<file path="config.mk">
export PLATFORM = sky130hd
export DESIGN_NAME = idex_stage_reg
export DESIGN_NICKNAME = d
export VERILOG_FILES = /design/src/rtl/idex_stage_reg.sv
export SDC_FILE = /design/constraint.sdc
export NUM_CORES = 1
export LEC_CHECK = 0
export CAP_MARGIN = 10
export CELL_PAD_IN_SITES_DETAIL_PLACEMENT = 2
export CELL_PAD_IN_SITES_GLOBAL_PLACEMENT = 2
export CORE_MARGIN = 3
export CORE_UTILIZATION = 34
export CTS_CLUSTER_DIAMETER = 150
export DETAILED_ROUTE_END_ITERATION = 10
export PLACE_DENSITY_LB_ADDON = 0.1
export SLEW_MARGIN = 30
export SYNTH_ARGS = -nofsm -noshare
export SYNTH_HDL_FRONTEND = slang
export SYNTH_SLANG_ARGS = --single-unit
</file>
<file path="constraint.sdc">
create_clock -name clock -period 2.2 [get_ports clock]
set_input_delay 0.22 -clock clock [delete_from_list [all_inputs] [get_ports clock]]
set_output_delay 0.22 -clock clock [all_outputs]
set_load 0.01 [all_outputs]
</file>
<file path="src/rtl/idex_stage_reg.sv">
// ID/EX pipeline stage register: two-entry skid buffer between decode and
// execute, with synchronous flush and a saturating back-pressure counter.
// id_ready comes straight from a state flop, so execute stalls never reach
// combinationally back into decode.
//
// Handshake: a bundle moves on a side only in a cycle where both valid and
// ready are high at the rising edge. Valid never depends on ready. Once
// ex_valid is high, the ex_* payload holds until it is consumed or flushed.
module idex_stage_reg #(
   parameter int XLEN       = 32,
   parameter int CTRL_W     = 16,
   parameter int REG_ADDR_W = 5,
   parameter int CNT_W      = 16
) (
   input  logic                  clock,
   input  logic                  reset,
   input  logic                  id_valid,
   output logic                  id_ready,
   input  logic [XLEN-1:0]       id_pc,
   input  logic [XLEN-1:0]       id_rs1_val,
   input  logic [XLEN-1:0]       id_rs2_val,
   input  logic [XLEN-1:0]       id_imm,
   input  logic [REG_ADDR_W-1:0] id_rd,
   input  logic [CTRL_W-1:0]     id_ctrl,
   output logic                  ex_valid,
   input  logic                  ex_ready,
   output logic [XLEN-1:0]       ex_pc,
   output logic [XLEN-1:0]       ex_rs1_val,
   output logic [XLEN-1:0]       ex_rs2_val,
   output logic [XLEN-1:0]       ex_imm,
   output logic [REG_ADDR_W-1:0] ex_rd,
   output logic [CTRL_W-1:0]     ex_ctrl,
   input  logic                  flush,
   input  logic                  stall_clr,
   output logic [CNT_W-1:0]      stall_cnt,
   output logic [1:0]            dbg_state
);

   localparam int PAY_W = 4*XLEN + REG_ADDR_W + CTRL_W;

   // Bit 0 is the main-entry valid and bit 1 the skid-entry valid, so both
   // handshake outputs decode from a single flop each. 2'b10 is unreachable.
   typedef enum logic [1:0] {
      ST_EMPTY = 2'b00,
      ST_ONE   = 2'b01,
      ST_FULL  = 2'b11
   } state_t;

   state_t           state_q;
   state_t           state_d;
   logic             main_load_in;
   logic             main_load_skid;
   logic             skid_load;
   logic             accept;
   logic             consume;
   logic [PAY_W-1:0] id_pay;
   logic [PAY_W-1:0] main_pay;
   logic [PAY_W-1:0] skid_pay;

   assign id_pay  = {id_pc, id_rs1_val, id_rs2_val, id_imm, id_rd, id_ctrl};
   assign accept  = id_valid & id_ready;
   assign consume = ex_valid & ex_ready;

   // State register: occupancy of the two entries.
   always_ff @(posedge clock or negedge reset) begin
      if (!reset) begin
         state_q <= ST_EMPTY;
      end else begin
         state_q <= state_d;
      end
   end

   // Next-state and entry load selects; flush overrides accept and consume.
   always_comb begin
      state_d        = state_q;
      main_load_in   = 1'b0;
      main_load_skid = 1'b0;
      skid_load      = 1'b0;
      if (flush) begin
         state_d = ST_EMPTY;
      end else begin
         case (state_q)
            ST_EMPTY: begin
               if (accept) begin
                  state_d      = ST_ONE;
                  main_load_in = 1'b1;
               end
            end
            ST_ONE: begin
               if (accept && consume) begin
                  main_load_in = 1'b1;
               end else if (accept) begin
                  state_d   = ST_FULL;
                  skid_load = 1'b1;
               end else if (consume) begin
                  state_d = ST_EMPTY;
               end
            end
            ST_FULL: begin
               // id_ready is low here, so only a consume can happen.
               if (consume) begin
                  state_d        = ST_ONE;
                  main_load_skid = 1'b1;
               end
            end
            default: begin
               state_d = ST_EMPTY;
            end
         endcase
      end
   end

   // Handshake outputs decoded directly from the state flop.
   always_comb begin
      ex_valid  = state_q[0];
      id_ready  = ~state_q[1];
      dbg_state = state_q;
   end

   // Payload storage for main and skid entries; cleared only by reset.
   always_ff @(posedge clock or negedge reset) begin
      if (!reset) begin
         main_pay <= '0;
         skid_pay <= '0;
      end else begin
         if (main_load_in) begin
            main_pay <= id_pay;
         end else if (main_load_skid) begin
            main_pay <= skid_pay;
         end
         if (skid_load) begin
            skid_pay <= id_pay;
         end
      end
   end

   assign {ex_pc, ex_rs1_val, ex_rs2_val, ex_imm, ex_rd, ex_ctrl} = main_pay;

   // Stall counter: counts stalled cycles, saturates, clear wins over count.
   always_ff @(posedge clock or negedge reset) begin
      if (!reset) begin
         stall_cnt <= '0;
      end else if (stall_clr) begin
         stall_cnt <= '0;
      end else if (ex_valid && !ex_ready && (stall_cnt != {CNT_W{1'b1}})) begin
         stall_cnt <= stall_cnt + 1'b1;
      end
   end

endmodule
</file>
==> results_dict.tcl <==
set metrics [dict create \
    drive_gt1_frac 0.190 \
    rows 73 \
    n_fill_cell 3934 \
    crit_family "simple AND/OR/NAND/NOR gates" \
    max_slew_margin 0.605 \
    avgViaCountPerCell 4.99 \
    drtIter0Drc 304 \
    htree_levels 2 \
    final_net_count 1596 \
    fin_crit_ns 2.19 \
    critPathCaptureType "flop" \
    synth_top_area_cell "dfrtp_1" \
    path_max_fanout 16 \
    place_hpwl_um 29200 \
    yosysMostFrequentCell "dfrtp_1" \
    finalClockSkew_ns 0.0164 \
    netlist_instances 1083 \
    finalHoldViolations 0 \
    synth_warnings 0 \
    synthTopCellsByArea "dfrtp_1 56%, mux2_4 12%, mux2i_1 11%, a21oi_1 5.7%, nor2_1 4.1%" \
    placedCellCount 1914 \
    synthesis.nets 1243 \
    worst_pin_slew_ns 0.587 \
    fp.dieW_um 209 \
    cts_tree "done" \
    clk_latency_ns 0.54 \
    root_buffer "clkbuf_16" \
    overflow 0 \
    regArea_um2 7910 \
    drtPass1Iterations 4 \
    cp_cell_sequence "inv_2, ha_2, buf_4, nand3b_4, or3b_4, buf_12, clkbuf_16, mux2_4" \
    grt_pass1_wl_um 65600 \
    fin_cells 1984 \
    die_y_um 209 \
    ant_nets 0 \
    p_leak_nw 9.48 \
    clk_pin_slew_ns 0.06 \
    synthTopCellsByCount "316 x dfrtp_1, 160 x a21oi_1, 154 x nor2_1" \
    fin_crit_sh 0.996 \
    rsz0062_at_grt "true" \
    worstSetupPathType "reg -> reg" \
    synth.distinct_cells 45 \
    status "finished clean" \
    cts_buffers 37 \
    area_growth_pct 37.5 \
    grtUsageTotal 0.188 \
    vias 9893 \
    core_um2 40300 \
    drc_errors 0 \
    crit_arrival_ns 2.60 \
    required_ns 2.61 \
    wl_per_cell_um 21.6 \
    setup_viol 0 \
    drv_slew 0 \
    synth.cell_area_um2 14100 \
    synthArstFlopShare 1.00 \
    antenna_found_initial 7 \
    ys_seq_area_frac 0.562 \
    fmax_mhz 456 \
    start_util 0.349 \
    ioPinCount 324 \
    clock-sinks 316 \
    multi_input_area_um2 5570 \
    power_per_cell_area_nw_per_um2 1320 \
    synthFlopType "dfrtp_1" \
    hold_path_class "in -> async" \
    port_buffers 323 \
    dieArea_um2 43900 \
    wl_um 42800 \
    crit_slowest_cell "or3b_4" \
    startpoint_type "flop" \
    synth-seq-cells 316 \
    dp_slack_ns -0.0609 \
    path_buf_inv 4 \
    max_cap_violations 0 \
    finalWorstSetupSlack_ns 0.00816 \
    synth_edf_count 0 \
    grt_max_degree 65 \
    synth.top_cell.area_share 0.562 \
    grt_pass1_vias 11200 \
    place_congestion 0.755 \
    vdd_drop_max_mv 0.514 \
    max_stage_delay_ns 0.53 \
    synth_area_per_cell_um2 13.0 \
    cts.path.max_buffers 3 \
]
## where the power goes
| part | leakage (nW) | switching (mW) | internal, mW |
|---|---|---|---|
| Clock | 0.562 | 2.44 | 3.52 |
| Combinational | 5.24 | 3.69 | 5.65 |
| Sequential | 3.68 | 1.67 | 8.56 |
| Total | 9.48 | 7.81 | 17.7 |
## cells by family (layout without fill, tap and decap cells)
family                   count (synthesis)  in the layout  synth area share
AND/OR/NAND/NOR                        202            202            0.0644
adder cells (fa/ha/maj)                  5              5           0.00444
multiplexers                           303            303             0.258
buffers and inverters                   75            450            0.0434
other                                    0              1                 0
flip-flops                             316            316             0.562
AO/OA/AOI/OAI                          181            181            0.0671
XOR/XNOR                                 1              1          0.000622
## routing by layer
metal / vias up / track usage / routed length, um
met3: 64 / 0.0575 / 2650
li1: 4508 / - / -
met4: 14 / 0.0497 / 834
met1: 5112 / 0.234 / 18200
met5: - / 0 / 94
met2: 195 / 0.318 / 21000
## final timing paths
kind	start	to	slack [ns]	cells past startpoint
worst max-delay path	dbg_state[1]$_DFFE_PN0P_	skid_pay[68]$_DFFE_PN0P_	0.008	8
worst min-delay path	reset	skid_pay[67]$_DFFE_PN0P_	0.22	2
worst max register to register	dbg_state[1]$_DFFE_PN0P_	skid_pay[68]$_DFFE_PN0P_	0.008	8
worst min register to register	skid_pay[28]$_DFFE_PN0P_	skid_pay[28]$_DFFE_PN0P_	0.51	1
max in group asynchronous	reset	skid_pay[33]$_DFFE_PN0P_	1.07	4
min in group clock	id_rs1_val[23]	main_pay[108]$_DFFE_PN0P_	0.29	3
## flip-flops by register name, indices dropped and copies added, names as in the netlist
name and flops:
dbg_state 2, main_pay 149, skid_pay 149, stall_cnt 16
## placed cells by master, fill, tap and decap left out, drive strengths merged, types with 2 or more instances in the layout
| cell type | Yosys | final |
|---|---|---|
| nor2b | 3 | 3 |
| nand4b | 2 | 2 |
| buf | 62 | 61 |
| clkbuf | 11 | 55 |
| clkinv | 0 | 6 |
| nand3 | 5 | 5 |
| or4 | 3 | 3 |
| o21ai | 8 | 8 |
| a21oi | 160 | 160 |
| nand2b | 3 | 3 |
| a31oi | 2 | 2 |
| nor2 | 154 | 154 |
| clkdlybuf4s50 | 0 | 322 |
| mux2 | 152 | 152 |
| nor4 | 2 | 2 |
| bufinv | 0 | 2 |
| dfrtp | 316 | 316 |
| o31ai | 3 | 3 |
| ha | 5 | 5 |
| and3 | 3 | 3 |
| inv | 2 | 2 |
| mux2i | 151 | 151 |
| nand4 | 6 | 6 |
| or3 | 7 | 7 |
| nand2 | 7 | 7 |
## layout make-up
class / instances / share of cell area
inverters: 2 / 0.000388
diodes: 1 / 0.000129
flip-flops and latches: 316 / 0.409
repair buffers: 387 / 0.210
multi-input cells: 692 / 0.288
clock buffers: 52 / 0.0538
well taps: 525 / 0.0339
clock inverters: 9 / 0.00504
## through the flow
stage	hold WS [ns]	total power [mW]	utilization	TNS, ns	cell area, um^2
after floorplan	-0.0756	14.9	-	0	14100
after global placement	0.180	19.2	0.448	0	18000
after detailed placement	0.175	19.6	0.448	-0.250	18000
after CTS	0.190	25.9	0.477	-0.0149	19200
after global routing	0.241	27.1	0.480	-2.43	19400
final	0.221	25.5	0.481	0	19400
## what timing repair did
item	in CTS	in global routing
endpoints found under the setup margin	2	161
resized for setup	0	12
buffers inserted	0	3
pin swaps	0	1
hold buffers	1	0
endpoints found under the hold margin	66	0
cloned	0	4
(Power assumes the default switching activity.)
